### config.mk
export PLATFORM = sky130hd
export DESIGN_NAME = multicycle_controller
export DESIGN_NICKNAME = d
export VERILOG_FILES = /design/src/rtl/riscv_ctrl_pkg.sv /design/src/rtl/multicycle_controller_aludec.sv /design/src/rtl/multicycle_controller.sv
export SDC_FILE = /design/constraint.sdc
export NUM_CORES = 1
export LEC_CHECK = 0
export BUFFER_PORTS_ARGS = -buffer_cell sky130_fd_sc_hd__clkbuf_2
export CAP_MARGIN = 20
export CORE_MARGIN = 2
export CORE_UTILIZATION = 35
export CTS_CLUSTER_DIAMETER = 120
export DETAILED_ROUTE_END_ITERATION = 7
export SLEW_MARGIN = 20
export SYNTH_ARGS = -nofsm -noshare
export SYNTH_HDL_FRONTEND = slang
export SYNTH_SLANG_ARGS = --single-unit
### constraint.sdc
create_clock -name clk -period 1.6 [get_ports clk]
set_clock_uncertainty 0.1 [all_clocks]
set_input_delay 0.08 -clock clk [delete_from_list [all_inputs] [get_ports clk]]
set_output_delay 0.08 -clock clk [all_outputs]
set_load 0.05 [all_outputs]
### src/rtl/riscv_ctrl_pkg.sv
// rtl/riscv_ctrl_pkg.sv - shared types and encodings for the multicycle RV32I controller
package riscv_ctrl_pkg;

  typedef enum logic [3:0] {
    FETCH,
    DECODE,
    MEMADR,
    MEMREAD,
    MEMWB,
    MEMWRITE,
    EXECR,
    EXECI,
    ALUWB,
    BEQ,
    JAL
  } statetype_t;

  localparam logic [6:0] OP_LW  = 7'b0000011;
  localparam logic [6:0] OP_SW  = 7'b0100011;
  localparam logic [6:0] OP_R   = 7'b0110011;
  localparam logic [6:0] OP_I   = 7'b0010011;
  localparam logic [6:0] OP_BEQ = 7'b1100011;
  localparam logic [6:0] OP_JAL = 7'b1101111;

  localparam logic [2:0] ALU_ADD = 3'b000;
  localparam logic [2:0] ALU_SUB = 3'b001;
  localparam logic [2:0] ALU_AND = 3'b010;
  localparam logic [2:0] ALU_OR  = 3'b011;
  localparam logic [2:0] ALU_SLT = 3'b101;

  localparam logic [1:0] ALUOP_ADD  = 2'b00;
  localparam logic [1:0] ALUOP_SUB  = 2'b01;
  localparam logic [1:0] ALUOP_FUNC = 2'b10;

  localparam logic       ADR_PC     = 1'b0;
  localparam logic       ADR_ALUOUT = 1'b1;

  localparam logic [1:0] RES_ALUOUT    = 2'b00;
  localparam logic [1:0] RES_DATA      = 2'b01;
  localparam logic [1:0] RES_ALURESULT = 2'b10;

  localparam logic [1:0] SRCA_PC    = 2'b00;
  localparam logic [1:0] SRCA_OLDPC = 2'b01;
  localparam logic [1:0] SRCA_REG   = 2'b10;

  localparam logic [1:0] SRCB_REG  = 2'b00;
  localparam logic [1:0] SRCB_IMM  = 2'b01;
  localparam logic [1:0] SRCB_FOUR = 2'b10;

  localparam logic [1:0] IMM_I = 2'b00;
  localparam logic [1:0] IMM_S = 2'b01;
  localparam logic [1:0] IMM_B = 2'b10;
  localparam logic [1:0] IMM_J = 2'b11;

  function automatic logic [1:0] imm_src_of(input logic [6:0] op);
    case (op)
      OP_SW:   return IMM_S;
      OP_BEQ:  return IMM_B;
      OP_JAL:  return IMM_J;
      default: return IMM_I;
    endcase
  endfunction

  function automatic logic is_legal_op(input logic [6:0] op);
    case (op)
      OP_LW, OP_SW, OP_R, OP_I, OP_BEQ, OP_JAL: return 1'b1;
      default:                                  return 1'b0;
    endcase
  endfunction

endpackage

### src/rtl/multicycle_controller_aludec.sv
// rtl/multicycle_controller_aludec.sv - ALU control decode from ALUOp and instruction fields
module aludec
  import riscv_ctrl_pkg::*;
(
  input  logic [1:0] alu_op_i,
  input  logic [2:0] funct3_i,
  input  logic       op5_i,
  input  logic       funct7b5_i,
  output logic [2:0] alu_control_o
);

  always_comb begin
    alu_control_o = ALU_ADD;
    case (alu_op_i)
      ALUOP_ADD: alu_control_o = ALU_ADD;
      ALUOP_SUB: alu_control_o = ALU_SUB;
      ALUOP_FUNC: begin
        case (funct3_i)
          // Only R-type (op5=1) can subtract; for I-type bit 30 is an immediate bit
          3'b000:  alu_control_o = (op5_i & funct7b5_i) ? ALU_SUB : ALU_ADD;
          3'b010:  alu_control_o = ALU_SLT;
          3'b110:  alu_control_o = ALU_OR;
          3'b111:  alu_control_o = ALU_AND;
          default: alu_control_o = ALU_ADD;
        endcase
      end
      default: alu_control_o = ALU_ADD;
    endcase
  end

endmodule

### src/rtl/multicycle_controller.sv
// rtl/multicycle_controller.sv - multicycle RV32I control FSM
// Optional RV_PERF_CNT_EN adds CycleCnt/InstRet performance counters.
module multicycle_controller
  import riscv_ctrl_pkg::*;
(
  input  logic        clk,
  input  logic        reset,
  input  logic [6:0]  op,
  input  logic [2:0]  funct3,
  input  logic        funct7b5,
  input  logic        Zero,
  input  logic        MemReady,
  output logic        PCWrite,
  output logic        AdrSrc,
  output logic        MemWrite,
  output logic        IRWrite,
  output logic        RegWrite,
  output logic [1:0]  ResultSrc,
  output logic [1:0]  ALUSrcA,
  output logic [1:0]  ALUSrcB,
  output logic [1:0]  ImmSrc,
  output logic [2:0]  ALUControl,
  output logic        IllegalInstr
`ifdef RV_PERF_CNT_EN
  ,
  output logic [31:0] CycleCnt,
  output logic [31:0] InstRet
`endif
);

  statetype_t state_q, state_d;
  logic [1:0] alu_op;
  logic       ir_write, pc_update, branch, mem_write, reg_write, illegal;

  always_ff @(posedge clk or negedge reset) begin
    if (!reset) state_q <= FETCH;
    else        state_q <= state_d;
  end

  always_comb begin
    state_d = state_q;
    case (state_q)
      FETCH:   if (MemReady) state_d = DECODE;
      DECODE: begin
        case (op)
          OP_LW, OP_SW: state_d = MEMADR;
          OP_R:         state_d = EXECR;
          OP_I:         state_d = EXECI;
          OP_BEQ:       state_d = BEQ;
          OP_JAL:       state_d = JAL;
          default:      state_d = FETCH;
        endcase
      end
      MEMADR: begin
        case (op)
          OP_LW:   state_d = MEMREAD;
          OP_SW:   state_d = MEMWRITE;
          default: state_d = FETCH;
        endcase
      end
      MEMREAD:  if (MemReady) state_d = MEMWB;
      MEMWB:    state_d = FETCH;
      MEMWRITE: if (MemReady) state_d = FETCH;
      EXECR:    state_d = ALUWB;
      EXECI:    state_d = ALUWB;
      ALUWB:    state_d = FETCH;
      BEQ:      state_d = FETCH;
      JAL:      state_d = ALUWB;
      default:  state_d = FETCH;
    endcase
  end

  always_comb begin
    AdrSrc    = ADR_PC;
    ALUSrcA   = SRCA_PC;
    ALUSrcB   = SRCB_REG;
    ResultSrc = RES_ALUOUT;
    alu_op    = ALUOP_ADD;
    ir_write  = 1'b0;
    pc_update = 1'b0;
    branch    = 1'b0;
    mem_write = 1'b0;
    reg_write = 1'b0;
    illegal   = 1'b0;
    case (state_q)
      FETCH: begin
        ALUSrcB   = SRCB_FOUR;
        ResultSrc = RES_ALURESULT;
        ir_write  = MemReady;
        pc_update = MemReady;
      end
      DECODE: begin
        ALUSrcA = SRCA_OLDPC;
        ALUSrcB = SRCB_IMM;
        illegal = ~is_legal_op(op);
      end
      MEMADR: begin
        ALUSrcA = SRCA_REG;
        ALUSrcB = SRCB_IMM;
      end
      MEMREAD:  AdrSrc = ADR_ALUOUT;
      MEMWB: begin
        ResultSrc = RES_DATA;
        reg_write = 1'b1;
      end
      MEMWRITE: begin
        AdrSrc    = ADR_ALUOUT;
        mem_write = 1'b1;
      end
      EXECR: begin
        ALUSrcA = SRCA_REG;
        ALUSrcB = SRCB_REG;
        alu_op  = ALUOP_FUNC;
      end
      EXECI: begin
        ALUSrcA = SRCA_REG;
        ALUSrcB = SRCB_IMM;
        alu_op  = ALUOP_FUNC;
      end
      ALUWB:    reg_write = 1'b1;
      BEQ: begin
        ALUSrcA = SRCA_REG;
        ALUSrcB = SRCB_REG;
        alu_op  = ALUOP_SUB;
        branch  = 1'b1;
      end
      JAL: begin
        ALUSrcA   = SRCA_OLDPC;
        ALUSrcB   = SRCB_FOUR;
        pc_update = 1'b1;
      end
      default: ;
    endcase
  end

  // Gating with reset keeps every write strobe low for the whole time reset is held
  assign PCWrite      = reset & ((branch & Zero) | pc_update);
  assign IRWrite      = reset & ir_write;
  assign MemWrite     = reset & mem_write;
  assign RegWrite     = reset & reg_write;
  assign IllegalInstr = reset & illegal;
  assign ImmSrc       = imm_src_of(op);

  aludec u_aludec (
    .alu_op_i      (alu_op),
    .funct3_i      (funct3),
    .op5_i         (op[5]),
    .funct7b5_i    (funct7b5),
    .alu_control_o (ALUControl)
  );

`ifdef RV_PERF_CNT_EN
  logic [31:0] cycle_cnt_q, inst_ret_q;
  logic        retire;

  assign retire = (state_q == MEMWB) || (state_q == ALUWB) || (state_q == BEQ) ||
                  ((state_q == MEMWRITE) && MemReady);

  always_ff @(posedge clk or negedge reset) begin
    if (!reset) begin
      cycle_cnt_q <= 32'd0;
      inst_ret_q  <= 32'd0;
    end else begin
      cycle_cnt_q <= cycle_cnt_q + 32'd1;
      if (retire) inst_ret_q <= inst_ret_q + 32'd1;
    end
  end

  assign CycleCnt = cycle_cnt_q;
  assign InstRet  = inst_ret_q;
`endif

endmodule

Word-level counts from Yosys, hierarchy flattened. Index checks and enable logic that the tools add are counted.

Flip-flop bits (word level): 4. Output and inout bits: 17.

Mux-type cells: 23. Equal/unequal tests: 24. Reductions and logical operators: 13. Bitwise operators: 9.

Operators by type and width (count): $pmux W4 S6 (1); $pmux W4 S5 (1); $eq A4 B3 Y1 const B (4); $pmux W2 S2 (4); $eq A7 B6 Y1 const B (2); $eq A7 B7 Y1 const B (2); $eq A4 B4 Y1 const B (3); $mux W4 (3); $pmux W3 S2 (2); $pmux W3 S4 (1); $reduce_or A2 Y1 (6); $mux W1 (9); $eq A4 B2 Y1 const B (2); $and A1 B1 Y1 (7); $eq A7 B2 Y1 const B (1); $eq A7 B5 Y1 const B (1); $eq A3 B3 Y1 const B (2); $ne A2 B2 Y1 const B (3); $pmux W2 S3 (1); $reduce_or A3 Y1 (2); $reduce_or A6 Y1 (1); $eq A4 B1 Y1 const B (1); $logic_not A4 Y1 (1); $reduce_or A4 Y1 (1); 8 further kinds (8).

Depth between registers and ports, before layout.
Depth after elaboration: 7. Gate-level depth with buffers: 7.

Hierarchy. Synthesis repeated with hierarchy kept, for this count alone.

Cells, all modules: 89. Area, all modules: 625.6 um2.

Modules (own cells, without submodules): multicycle_controller (area each 529.3 um2, instances 1, cells each 78); aludec (area each 96.3 um2, instances 1, cells each 11).

Least setup slack after synthesis. Ideal clock, no wire load.

Kind: register -> output. Start: reg state_q[1]. End: out PCWrite. Data required time: 1.420 ns. Cell stages (with the launch flop): 5. Setup slack: -1.224 ns. Arrival time: 2.644 ns. Buffers on the path: 1. Path through: dfrtp_1 > buf_6 > nor4_2 > and3_1 > o21bai_1.

Longest elaborated chain between the ends: 5. Elaborated cells on any way between the ends: 8.

RTL lines: start: declaration (RTL line multicycle_controller.sv:31) `statetype_t state_q, state_d;`; start signal: assignment (RTL line multicycle_controller.sv:37) `else state_q <= state_d;`; $eq A4 B4 Y1 (RTL line multicycle_controller.sv:85) `case (state_q)`; $mux W1 (RTL line multicycle_controller.sv:85); $and A1 B1 Y1 (RTL line multicycle_controller.sv:137) `assign PCWrite = reset & ((branch & Zero) | pc_update);`; $or A1 B1 Y1 * (RTL line multicycle_controller.sv:137); $and A1 B1 Y1 * (RTL line multicycle_controller.sv:137); end: declaration (RTL line multicycle_controller.sv:13) `output logic PCWrite,`.

Mark *: on every way between the ends. The rest lies on a longest branch, timed or not.

Worst setup path after layout.
Start: reg state_q[2]. End: out ALUControl[1].

Longest elaborated chain between the ends: 5. Elaborated cells on any way between the ends: 8.

RTL lines: $eq A4 B3 Y1 (RTL line multicycle_controller.sv:85); $reduce_or A2 Y1 (no line); $pmux W2 S2 * (RTL line multicycle_controller.sv:85); $eq A2 B2 Y1 or $eq A2 B1 Y1 (tied branches) (RTL line multicycle_controller_aludec.sv:14) `case (alu_op_i)`; $pmux W3 S2 * (RTL line multicycle_controller_aludec.sv:14); end: declaration (RTL line multicycle_controller.sv:22) `output logic [2:0] ALUControl,`.

Marked as above.

==> metrics.cfg <==
[synthesis]
synth-edff-count = 0
synthFlopType = dfrtp_1
async_flop_share_pct = 100.0
ys_seq_area_share_pct = 15.47
netlist_area_um2 = 646.9
syn_nets = 105
synthXorXnorAreaFrac_pct = 2.708
synth_simple_gate_area_share_pct = 47.58
synthAdderAreaFrac_pct = 3.868
synth_mux_area_share_pct = 1.547
avgSynthCellArea_um2 = 7.351
yosysUniqueCellTypes = 38
yosysWarnings = 0
syn_inst = 88
synth_seq_cells = 4
synth_top_family_by_area = simple AND/OR/NAND/NOR gates
synth_compound_area_share_pct = 21.08

[pwr]
leakagePower_nw = 0.6446
p_per_area_nw_per_um2 = 396.9
ir_drop_uv = 443.1

[clock_tree]
cts_made_buffers = 3
clock-sinks = 4
clkLatencyLatePin_ps = 230
clkTransAtPathRegs_ps = 40
htreeDepth = 1
clock-root-buffer = clkbuf_4
cts_tree = done
clk_path_buf_depth = 2

[routing]
drt-vias-per-instance = 5.421
drtPass1Iterations = 4
routed-via-count = 927
wl_per_cell_um = 16.47
drt_iter0_markers = 42
drt_wl_total_mm = 2.816
ant_nets = 0
drc = 0

[finish]
drive_gt1_share_pct = 68.49
final_nets = 165
final_cell_count_no_fill = 171
largest_reg_flops = 4
syn2layout_area_growth_pct = 125.1
antennaDiodeCount = 0
reg_top3 = state_q: 4 flops
largest-register = state_q
fillCellCount = 91

[sta]
slew_headroom_pct = 73.94
post-route-period-util_pct = 114.6
final-setup-viol-count = 13
max_slew.worst_pin.slew_ps = 389.5
setup_ws_ps = -232.9
finalCriticalPeriod_ps = 1833
clock.fmax_ghz = 0.5456
slew_violations = 0
grt_setup_unrepaired = true
hold_violations = 0

[global_route]
grt_util_met2_pct = 50.14
busiest_layer = met2
grt_antenna_before_repair = 0
met1_usage_pct = 29.77
grt_util_all_layers_pct = 26.12
grt-ovfl-total = 0
grt_pass1_vias = 876
use_met3_pct = 3.077
grt_pass1_wl_mm = 4.002
grt_start_max_net_pins = 8

[worst_setup_path]
crit_arrival_ps = 1650
worst_r2r_endpoint = state_q[2]
worstPathCellList = nor2b_2 > nand2_2 > inv_2 > ha_4 > nor3b_4 > buf_8
required_ps = 1420
critPathLaunchType = register
path_max_fanout = 3
cpMaxStageDelayCell = dfrtp_2
worstSetupPathType = reg -> out
crit_path_end_kind = output port
rr_startpoint = state_q[3]
ff2ff_setup_slack_ps = -170
r2r_cells = 6
slowest_delay_ps = 440

[die]
placementRows = 15
die_h_um = 46.99
dieArea_um2 = 2208
die_w_um = 46.99
core_um2 = 1727
io-pin-count = 32
initial_core_util_pct = 37.46

[placement]
io_buffers = 31
place_ws_ps = -76.79
dp_hpwl_mm = 1.656
placed_cells = 154
globalplace.congestion = 0.8870

[status]
status = finished, violations left
violations = negative setup slack

[hold_path]
min_path_type = in -> reg
hp-start = op[5]
min_path_cells = 2
hold_path_end = state_q[1]

[flow_run]
maxCapViolations = 0

## through the flow
step	hold WS [ps]	cell area [µm²]	setup TNS [ps]	util (%)	power [W]
detailed placement	-173.1	1040	-152.5	60.22	0.0003547
floorplan	-315.6	753.2	-1567	-	0.0002653
CTS	16.97	1370	-1026	79.35	0.0005541
global route	49.09	1456	-2276	84.35	0.0006021
finish	41.77	1456	-1580	84.35	0.0005781
global placement	-165.4	1040	-133.8	60.22	0.0003521
## cell usage in the layout, fill, tap and decap left out, types with 2 or more instances in the layout
master	netlist	routed
buf_4	2	21
clkbuf_2	0	16
nand2_1	11	8
buf_8	0	7
clkbuf_4	0	5
buf_6	1	5
nor2_4	0	4
nand2b_1	5	4
clkbuf_8	0	4
inv_1	4	3
a21oi_1	6	3
a21oi_2	0	3
nor2_2	1	3
nor2_1	9	3
nor2b_4	1	2
inv_2	1	2
nand2_4	0	2
nor3_4	0	2
nand4b_1	2	2
nor3b_1	4	2
o211ai_1	2	2
o21ai_1	2	2
ha_4	0	2
buf_12	0	2
dfrtp_1	4	2
dfrtp_2	0	2
## synth_stat cells, types with 3 or more instances
master	number	share of area, %
a21oi_1	6	4.6
nor3_1	4	3.1
inv_1	4	2.3
nor2_1	9	5.2
nand2_1	11	6.4
nor3b_1	4	4.6
dfrtp_1	4	15
nor2b_1	3	2.9
nand2b_1	5	4.8
## worst max path at each step
stage	start	to	slack [ps]	cells past startpoint
2_1_floorplan	state_q[3]	PCWrite	-440	4
5_1_grt	state_q[2]	ALUControl[1]	-270	6
4_1_cts	state_q[3]	ALUControl[1]	-180	6
3_3_place_gp	state_q[3]	ALUControl[1]	-80	6
3_5_place_dp	state_q[3]	ALUControl[1]	-80	6
6_report	state_q[2]	ALUControl[1]	-230	6
## routing by layer
layer  part of all wire (%)  vias to the layer above
met1                     39                      434
met4                    2.9                        0
met5                      0                        -
met3                    4.5                       10
met2                     53                       38
li1                       -                      445
## cell families after synthesis
| kind of cell | count (synthesis) |
|---|---|
| flip-flops | 4 |
| AND/OR/NAND/NOR | 50 |
| multiplexers | 1 |
| adder cells (fa/ha/maj) | 2 |
| buffers and inverters | 9 |
| AO/OA/AOI/OAI | 20 |
| XOR/XNOR | 2 |
## critical path, delay by kind of cell, from the launching register on
| family | cells | cell delay (ps) |
|---|---|---|
| simple gates | 3 | 500 |
| flops | 1 | 440 |
| buf+inv | 2 | 260 |
| fa+ha+maj | 1 | 220 |
## repair_timing
action	4_1_cts	5_1_grt
hold endpoints to repair	4	0
pin swaps	8	8
resized for setup	52	20
setup endpoints to repair	14	17
hold buffers	1	0
buffers inserted	9	5
## power by group
part / switching [W] / leakage (nW) / internal [W]
combinational: 0.000182 / 0.580 / 0.000161
sequential: 0.00000439 / 0.0510 / 0.000105
clock: 0.0000414 / 0.0138 / 0.0000839
total: 0.000228 / 0.645 / 0.000350
## cell type report
cell class / instances / area [µm²] / share of cell area [%]
clock buffer: 3 / 22.52 / 1.546
tap: 25 / 31.28 / 2.148
sequential: 4 / 102.6 / 7.045
inverter: 5 / 18.77 / 1.289
multi-input combinational: 75 / 737.0 / 50.60
timing repair buffer: 59 / 544.3 / 37.37
No activity file was read; power rests on OpenSTA's default activity.
